**src/rtl/switch_input_unit.sv**
```systemverilog
`default_nettype none
// ============================================================================
// switch_input_unit: synchronised, debounced, handshaked switch-bank snapshot.
// Define SWITCH_DEBOUNCE_EN for the debounce FSM; otherwise commits on change.
// Rev 1.0
// ============================================================================
module switch_input_unit #(
  parameter int WIDTH           = 16,
  parameter int DEBOUNCE_CYCLES = 50000,
  parameter int CNT_W           = $clog2(DEBOUNCE_CYCLES)
) (
  input  logic             Clk,
  input  logic             Reset,
  input  logic [WIDTH-1:0] SW,
  input  logic             RD_SW,
  output logic [WIDTH-1:0] SW_DATA,
  output logic             SW_READY,
  output logic             SW_OVERRUN
);

  if (DEBOUNCE_CYCLES < 2 || CNT_W < 1) begin : g_param_check
    $error("switch_input_unit: DEBOUNCE_CYCLES must be >= 2");
  end

  logic [WIDTH-1:0] sw_q1_q;
  logic [WIDTH-1:0] sw_s_q;
  logic [WIDTH-1:0] data_q, data_d;
  logic             ready_q, ready_d;
  logic             overrun_q, overrun_d;
  logic             commit;

  always_ff @(posedge Clk) begin
    if (Reset) begin
      sw_q1_q <= '0;
      sw_s_q  <= '0;
    end else begin
      sw_q1_q <= SW;
      sw_s_q  <= sw_q1_q;
    end
  end

`ifdef SWITCH_DEBOUNCE_EN
  typedef enum logic [0:0] {
    ST_STABLE   = 1'b0,
    ST_SETTLING = 1'b1
  } state_t;

  localparam logic [CNT_W-1:0] CNT_LAST = CNT_W'(DEBOUNCE_CYCLES - 1);

  state_t           state_q, state_d;
  logic [WIDTH-1:0] cand_q, cand_d;
  logic [CNT_W-1:0] cnt_q, cnt_d;

  always_ff @(posedge Clk) begin
    if (Reset) begin
      state_q <= ST_STABLE;
      cand_q  <= '0;
      cnt_q   <= '0;
    end else begin
      state_q <= state_d;
      cand_q  <= cand_d;
      cnt_q   <= cnt_d;
    end
  end

  always_comb begin
    state_d = state_q;
    cand_d  = cand_q;
    cnt_d   = cnt_q;
    commit  = 1'b0;
    data_d  = data_q;
    case (state_q)
      ST_STABLE: begin
        if (sw_s_q != data_q) begin
          state_d = ST_SETTLING;
          cand_d  = sw_s_q;
          cnt_d   = '0;
        end
      end
      ST_SETTLING: begin
        // A bounce back to the committed value abandons the settle silently.
        if (sw_s_q == data_q) begin
          state_d = ST_STABLE;
        end else if (sw_s_q != cand_q) begin
          cand_d = sw_s_q;
          cnt_d  = '0;
        end else if (cnt_q == CNT_LAST) begin
          commit  = 1'b1;
          data_d  = cand_q;
          state_d = ST_STABLE;
          cnt_d   = '0;
        end else begin
          cnt_d = cnt_q + 1'b1;
        end
      end
      default: state_d = ST_STABLE;
    endcase
  end
`else
  always_comb begin
    commit = (sw_s_q != data_q);
    data_d = commit ? sw_s_q : data_q;
  end
`endif

  always_comb begin
    ready_d   = ready_q;
    overrun_d = overrun_q;
    if (commit) begin
      ready_d = 1'b1;
    end else if (RD_SW) begin
      ready_d = 1'b0;
    end
    // A read in the same edge as a commit consumed the old value, so no overrun.
    if (RD_SW) begin
      overrun_d = 1'b0;
    end else if (commit && ready_q) begin
      overrun_d = 1'b1;
    end
  end

  always_ff @(posedge Clk) begin
    if (Reset) begin
      data_q    <= '0;
      ready_q   <= 1'b0;
      overrun_q <= 1'b0;
    end else begin
      data_q    <= data_d;
      ready_q   <= ready_d;
      overrun_q <= overrun_d;
    end
  end

  assign SW_DATA    = data_q;
  assign SW_READY   = ready_q;
  assign SW_OVERRUN = overrun_q;

endmodule
`default_nettype wire
```
**config.mk**
```make
export PLATFORM = sky130hd
export DESIGN_NAME = switch_input_unit
export DESIGN_NICKNAME = d
export VERILOG_FILES = /design/src/rtl/switch_input_unit.sv
export SDC_FILE = /design/constraint.sdc
export NUM_CORES = 1
export LEC_CHECK = 0
export ABC_AREA = 1
export CORE_UTILIZATION = 53
export CTS_CLUSTER_DIAMETER = 60
export CTS_CLUSTER_SIZE = 20
export DETAILED_ROUTE_END_ITERATION = 6
export PLACE_DENSITY = 0.81
export SLEW_MARGIN = 20
export SYNTH_ARGS = -nofsm -noshare
export SYNTH_HDL_FRONTEND = slang
export SYNTH_SLANG_ARGS = --single-unit
export TNS_END_PERCENT = 1
```
**constraint.sdc**
```tcl
create_clock -name Clk -period 2.75 [get_ports Clk]
set_input_delay 0.55 -clock Clk [delete_from_list [all_inputs] [get_ports Clk]]
set_output_delay 0.55 -clock Clk [all_outputs]
set_load 0.01 [all_outputs]
```
==> results of run 1 <==
## synth_stat cells
cell,n
sky130_fd_sc_hd__dfxtp_1,50
sky130_fd_sc_hd__buf_2,4
sky130_fd_sc_hd__inv_1,66
sky130_fd_sc_hd__clkbuf_2,1
sky130_fd_sc_hd__nor2_1,59
sky130_fd_sc_hd__buf_4,1
sky130_fd_sc_hd__nand2_1,59
## flip-flops by register name, indices dropped and copies added (netlist names)
register,cells
sw_q1_q,16
sw_s_q,16
SW_OVERRUN,1
SW_DATA,16
SW_READY,1
## cell families after synthesis
| logic type | after synthesis | share of synthesized area [%] |
|---|---|---|
| buf+inv | 72 | 16.3 |
| simple gates | 118 | 25.7 |
| flops | 50 | 58.1 |
## layout by cell type (no fill, tap or decap)
cell type,instances
sky130_fd_sc_hd__inv_1,66
sky130_fd_sc_hd__nor2_1,59
sky130_fd_sc_hd__nand2_1,59
sky130_fd_sc_hd__dfxtp_1,50
sky130_fd_sc_hd__clkdlybuf4s50_1,35
sky130_fd_sc_hd__clkbuf_4,5
sky130_fd_sc_hd__clkbuf_8,1
sky130_fd_sc_hd__buf_2,1
sky130_fd_sc_hd__buf_4,1
## through the flow
step | setup slack [ns] | util, % | hold WS (ns) | std cells
global route | 0.842 | 70.2 | 0.419 | 321
global placement | 1.21 | 68.5 | 0.389 | 315
detailed placement | 1.21 | 68.5 | 0.392 | 315
finish | 0.934 | 70.2 | 0.406 | 321
floorplan | 1.60 | - | 0.388 | 240
CTS | 0.905 | 70.2 | 0.404 | 321
## area by class of cell
type                       count  share of cell area (%)
sequential                    50                    46.3
multi-input combinational    118                    20.5
clock buffer                   6                    2.37
timing repair buffer          37                    16.8
tap                           44                    2.55
inverter                      66                    11.5
## metal layers
metal  vias to the layer above  GRT usage [%]
met5                         -              0
met4                         0           8.16
met3                         5           4.59
met2                        21           30.8
met1                       552           17.1
li1                        723              -
## worst min-delay path by stage
stage                     start  slack, ns  cells after the start         end
floorplan            sw_q1_q[0]       0.39                      2   sw_s_q[0]
global placement    sw_q1_q[15]       0.39                      2  sw_s_q[15]
detailed placement   sw_q1_q[3]       0.39                      2   sw_s_q[3]
CTS                  sw_q1_q[3]       0.40                      2   sw_s_q[3]
global route         sw_q1_q[4]       0.42                      2   sw_s_q[4]
finish               sw_q1_q[3]       0.41                      2   sw_s_q[3]
## where the power goes
| group | switching (W) | total [W] | internal, W |
|---|---|---|---|
| Combinational | 0.0000534 | 0.000114 | 0.0000602 |
| Sequential | 0.0000130 | 0.000768 | 0.000755 |
| Clock | 0.000190 | 0.000306 | 0.000116 |
## worst register-to-register path: stages, from the launching register on
cell                      delay (ns)
sky130_fd_sc_hd__dfxtp_1        0.37
sky130_fd_sc_hd__inv_1          0.05
sky130_fd_sc_hd__nand2_1        0.05
sky130_fd_sc_hd__nand2_1        0.05
sky130_fd_sc_hd__nor2_1         0.10
sky130_fd_sc_hd__nand2_1        0.07
sky130_fd_sc_hd__nor2_1         0.13
sky130_fd_sc_hd__nand2_1        0.09
sky130_fd_sc_hd__nand2_1        0.06
sky130_fd_sc_hd__nand2_1        0.04
==> impl.org, run 1 <==
** Clock network
- In this run the number of H-tree levels came out at 2.
- The number of gates resized after CTS was 0.
- Buffers inserted during clock tree synthesis total 5.
- Worst-path clk slew :: approximately 0.12 ns
- Clock insertion delay at the later pin of the skew report :: 0.34 ns
- TritonCTS clock tree :: yes
- TritonCTS Sinks :: 50
- Clock buffer depth :: 2
- Number of buffers added to fix hold violations after cts :: 0
- The tree is rooted in a sky130_fd_sc_hd__clkbuf_4.
- Post-CTS timing repair inserted 0 buffers for setup.

** Global route
- Number of antenna violations at the first check in global routing :: 0
- Global routing finished with a remaining overflow of 0.
- Entering global routing, the biggest net connects 28 pins.
- Overall fraction of global-route tracks in use :: around 17%
- Vias in the first global route :: roughly 1,100
- The first global-routing pass estimated roughly 4300 um of wire.

** Route
- After detailed routing, the number of vias per cell comes to just over 4.
- After detailed routing, the number of remaining DRC violations is 0.
- The first routing iteration left 34 violations.
- The detailed router put a total of between 1000 and 1500 um of wire on met1.
- Via count :: 1,301
- Sum of met2 wire segment lengths after detailed routing :: between 1000 and 1500 um
- The first detailed-routing pass ran for 4 iterations.
- Antenna violation net count after detailed routing :: 0
- Total met3 wirelength after detailed routing :: approximately 80 um
- Highest signal layer in the routed design :: met4
- Routed WL per cell :: about 7.6 um
- Detailed-route wire length :: about 2400 um

** Floorplan
- Measured along the y axis, the die boundary spans around 59 um.
- The total area inside the core boundary comes to roughly 3100 um^2.
- Site Rows :: 20
- For this configuration, the core starts out at a cell density of 56.0%.
- Die ar. :: about 3500 um^2
- During I/O placement, the number of pins put on the boundary was 37.
- Die Wd :: between 50 and 60 um

** Timing
- Post-layout minimum cycle time :: about 1.8 ns
- Setup violations remaining at the end of the flow were counted as 0.
- Total negative slack :: 0 ns
- For this run, the top clock speed supported by timing is between 500 and 600 MHz.
- The number of endpoints with negative hold slack in the final report was 0.
- For the pin with the worst max-slew slack, the measured transition is a little over 0.4 ns.
- The number of slew-limit violations in the final report was 0.
- Setup repair after global routing left no endpoint under its margin.
- After layout, the worst path uses about 66% of the clock period.
- Worst Skew :: around 0.0047 ns
- The worst pin sits at a relative slew slack of around three quarters.

** Synthesis
- Averaged over all synthesized cells, the footprint is between 7 and 8 um^2.
- Distinct cell type count of the synthesized netlist :: 7
- The number of nets handed over by synthesis was 259.
- By area the synthesized netlist is led by sky130_fd_sc_hd__dfxtp_1 58%, sky130_fd_sc_hd__inv_1 14%, sky130_fd_sc_hd__nand2_1 13%, sky130_fd_sc_hd__nor2_1 13%, sky130_fd_sc_hd__buf_2 1.2%.
- The mapped netlist covers 1720 um^2.
- Top cell type's share of synthesized area :: 58.1%
- Synthesized instance count :: 240
- Synth warn :: 0
- Flops & latches, synth :: 50
- Most area-hungry cell type in the Yosys netlist :: sky130_fd_sc_hd__dfxtp_1
- Of the synthesized area, sequential elements account for roughly three fifths.

** Finish
- The area growth from synthesis to layout is 25.3%.
- Of the cells placed in the final design, the portion with a size suffix greater than 1 is ~2.9%.
- Count of antenna diodes in the layout :: 0
- Layout Nets :: about 300
- Summing all multi-input logic gate instances after layout gives between 400 and 500 um^2.
- Register area :: ~1000 um^2
- Summing all non-filler instances in the final layout gives an area of between 2000 and 2500 um^2.
- Fillers :: roughly 250

** Worst setup path
- Data on the critical path arrives at its endpoint at 1.27 ns.
- Worst R2R Start :: SW_DATA[2]
- Critical path cell sequence :: clkdlybuf4s50_1
- Largest stage delay, worst path :: around 0.55 ns
- Type of the setup path with the least slack :: reg2out
- The setup check on the worst reg-to-reg path leaves a slack of about 1.7 ns.
- Kind of cell adding the most delay to the critical path :: buffers and inverters
- Data on the critical path is required at its endpoint by 2.20 ns.
- The worst setup path is launched from a flip-flop.
- STA classifies the critical path endpoint as an output pin.
- In this run the worst setup path terminates at SW_DATA[9].
- Along the worst path, the maximum fanout reaches 3.
- Capturing point of the worst reg2reg path :: SW_READY
- Crit path max-delay cell type :: sky130_fd_sc_hd__clkdlybuf4s50_1
- Depth of the most critical reg-to-reg path :: 9
- In this run the worst setup path begins at SW_DATA[9].
- Together, buffers and inverters on the worst path number 1.
- Depth of the critical timing path with buffers and inverters included :: 1

** Power
- VDD sags by at most between 0.3 and 0.4 mV.
- The analysis attributes to cell leakage a power of 1.05 nW.
- Power, Total :: about 0.0012 W
- Cell area power density :: 549 nW/um^2

** Worst hold path
- In this run the worst hold path is classified as reg2reg.

** Placement
- Placer Congestion :: roughly 0.7
- Summing all placed instances gives a cell area of between 2000 and 2500 um^2.
- The HPWL after detailed placement is approximately 1900 um.
- Number of port buffers :: 36

** Run status
- The flow ran to the end, and the final reports show no timing, DRC or antenna violations.

** Run
- Across the run, the number of max-cap violations was 0.
Note: power is estimated with default switching activity, not from simulation.
==> run 2: changes to the inputs <==
--- a/config.mk
+++ b/config.mk
@@ -6,11 +6,11 @@
 export NUM_CORES = 1
 export LEC_CHECK = 0
 export ABC_AREA = 1
-export CORE_UTILIZATION = 53
+export CORE_UTILIZATION = 49
 export CTS_CLUSTER_DIAMETER = 60
 export CTS_CLUSTER_SIZE = 20
 export DETAILED_ROUTE_END_ITERATION = 6
-export PLACE_DENSITY = 0.81
+export PLACE_DENSITY = 0.75
 export SLEW_MARGIN = 20
 export SYNTH_ARGS = -nofsm -noshare
 export SYNTH_HDL_FRONTEND = slang
==> constraint.sdc (replaced) <==
create_clock -name Clk -period 1.7 [get_ports Clk]
set_input_delay 0.34 -clock Clk [delete_from_list [all_inputs] [get_ports Clk]]
set_output_delay 0.34 -clock Clk [all_outputs]
set_load 0.01 [all_outputs]
==> impl.org, run 2 (synthesized netlist as in run 1, its figures left out) <==
** Run status
- The flow ran to the end, and the final reports show no timing, DRC or antenna violations.

** Worst setup path
- The signal on the critical path passes through clkdlybuf4s50_1.
- STA classifies the critical path startpoint as a flip-flop.
- Kind of cell adding the most delay to the critical path :: buffers and inverters
- Crit. Startpoint :: SW_DATA[10]
- On the critical path, the stage with the largest delay is an instance of sky130_fd_sc_hd__clkdlybuf4s50_1.
- Worst EP arrival :: 1.27 ns (about the same)
- The data required time at the worst endpoint came to 1.36 ns (-0.84 ns).
- The worst-path maximum fanout came to 3 (unchanged).
- Sort of element at the end of the critical path :: output pin
- The worst setup path is of the reg2out kind.
- In this run the critical register-to-register path is launched from SW_DATA[8].
- The buffers plus inverters on the worst setup path was 1 (unchanged).
- The largest stage delay on the critical path came to 0.55 ns (about the same).

** Clock network
- The maximum level of the CTS H-tree is 2 (unchanged).
- TritonCTS built the clock tree.
- Clock buffer depth :: 2 (unchanged)
- Post-CTS Setup Repair Bufs :: 0 (unchanged)
- The tree is rooted in a sky130_fd_sc_hd__clkbuf_4.
- Clock insertion delay at the later pin of the skew report :: 0.36 ns (+0.02 ns)
- Total clock buffers created by CTS :: 5 (unchanged)
- The clock transition time at the flip-flop clock pins of the worst setup and hold paths was 0.12 ns (about the same).
- TritonCTS Sinks :: 50 (unchanged)

** Placement
- Placer Congestion :: 0.677 (-1.7%)
- Number of port buffers :: 36 (unchanged)
- The cell area reported after detailed placement is 2120 um^2 (+0.47%).
- The total half-perimeter wirelength after legalization and detailed placement was 1900 um (+2.0%).

** Finish
- Count of antenna diodes in the layout :: 0 (unchanged)
- The sequential cell area came to 1000 um^2 (+0.12%).
- The fraction of final layout cells with drive strength greater than 1 is 3.94% (+1.1 points).
- The total of fill cells in the finished design is 337 (+33%).
- The total area of multi-input combinational cells was 443 um^2 (unchanged).
- The total non-filler cell area in the finished layout was 2210 um^2 (+2.1%).
- In the layout the commonest cells are 66 x sky130_fd_sc_hd__inv_1, 59 x sky130_fd_sc_hd__nor2_1, 59 x sky130_fd_sc_hd__nand2_1.
- Area Growth Syn to Fin :: 28.0%
- Most common cell after layout, fill and taps aside :: sky130_fd_sc_hd__inv_1
- Layout Nets :: 298 (+0.34%)

** Global route
- Vias in the first global route :: 1,109 (-2.6%)
- The largest net degree at the start of global routing is 28 (unchanged).
- Grt total ovfl :: 0 (unchanged)
- Overall fraction of global-route tracks in use :: 15.7% (-0.89 points)
- The number of antenna violations at the first check in global routing is 0 (unchanged).
- The first-pass GRT wire length came to 4150 um (-2.4%).

** Route
- The number of vias after detailed routing came to 1,297 (-0.31%).
- The aggregate routed wire length was 2570 um (+5.3%).
- Initial detailed-routing violation count :: 32 (-5.9%)
- Antenna violation net count after detailed routing :: 0 (unchanged)
- The routed length per instance came to 7.91 um (+4.0%).
- The post-route DRC violation count is 0 (unchanged).
- The number of vias per cell after detailed routing is 3.99 (-1.5%).
- Drt first pass iters :: 4 (unchanged)

** Power
- The leakage power of the design was 1.10 nW (+5.2%).
- The maximum resistive drop on vdd came to 0.695 mV (+84%).
- Cell area power density :: 954 nW/um^2 (+74%)

** Timing
- Total negative slack :: 0 ns (unchanged)
- The clock skew came to 0.00755 ns (+0.00283 ns).
- The relative slew slack was 82.7% (+9.6 points).
- Setup repair after global routing left no endpoint under its margin.
- The worst path uses between 90 and 100% of the clock period.
- The worst path in the final design needs a cycle of around 1.6 ns, including I/O delays and setup.
- Transition at the pin with the smallest max-transition slack :: 0.260 ns (-0.144 ns)
- Final hold slack :: 0.266 ns (-0.139 ns)
- Number of pins with negative max-slew slack in the final report :: 0 (unchanged)
- The count of final setup violators was 0 (unchanged).
- Fin. Hold Viols :: 0 (unchanged)
- Static timing analysis puts the maximum clock frequency at between 600 and 700 MHz.

** Floorplan
- Die Span Y :: 61.3 um (+3.9%)
- The floorplan core area was 3360 um^2 (+9.3%).
- Site Rows :: 21 (+5.0%)
- The starting density of the core came to 51.3% (-4.8 points).
- The die footprint was 3760 um^2 (+7.9%).
- The count of pins on the block boundary came to 37 (unchanged).
- The width of the chip is 61.3 um (+3.9%).

** Worst hold path
- The path class of the tightest hold or removal check is in2reg.
- Launch instance of the worst min-delay path :: Reset

** Run
- The number of maximum-capacitance constraint violations was 0 (unchanged).
## run 2: path summary, 6_finish.rpt
check	endpoint	cells after the start	slack, ns
min reg2reg	sw_s_q[6]	2	0.41
max reg2reg	SW_OVERRUN	9	0.62
min	SW_OVERRUN	4	0.27
max	SW_DATA[10]	1	0.09
## run 2: timing repair
action,in CTS,in global routing
setup endpoints to repair,0,3
hold buffers,0,0
gates resized for setup,0,3
## run 2: metal layers
metal  up-vias  wire, um  global-route usage, %
met5         -         0                      0
met4         0        46                   6.82
met3         6       120                   7.35
met2        21      1260                   28.0
met1       542      1140                   15.7
li1        728         -                      -
## run 2: where the power goes
| part | internal [W] | total [W] | switching (W) |
|---|---|---|---|
| Sequential | 0.00122 | 0.00124 | 0.0000214 |
| Combinational | 0.0000986 | 0.000186 | 0.0000872 |
| Clock | 0.000343 | 0.000678 | 0.000335 |
## run 2: per-stage QoR
step                      total power, W  setup slack, ns  cells  util (%)
after detailed placement         0.00146            0.452    318      63.0
after global routing             0.00222          0.00533    325      65.6
after CTS                        0.00214           0.0269    325      65.4
after global placement           0.00145            0.483    318      63.0
final                            0.00211           0.0852    325      65.6
after floorplan                  0.00137            0.705    240         -
## run 2: final cells by class
cell class / instances / area share [%]
sequential: 50 / 45.4
multi-input combinational: 118 / 20.1
timing repair buffer: 38 / 17.0
inverter: 66 / 11.2
tap: 46 / 2.61
clock buffer: 6 / 2.32
clock inverter: 1 / 1.36
==> run 3: changes to the inputs <==
--- a/config.mk
+++ b/config.mk
@@ -6,6 +6,7 @@
 export NUM_CORES = 1
 export LEC_CHECK = 0
 export ABC_AREA = 1
+export CAP_MARGIN = 40
 export CORE_UTILIZATION = 49
 export CTS_CLUSTER_DIAMETER = 60
 export CTS_CLUSTER_SIZE = 20
==> results of run 3 <==
No change in the layout: final DEF, timing and power equal those of run 2.
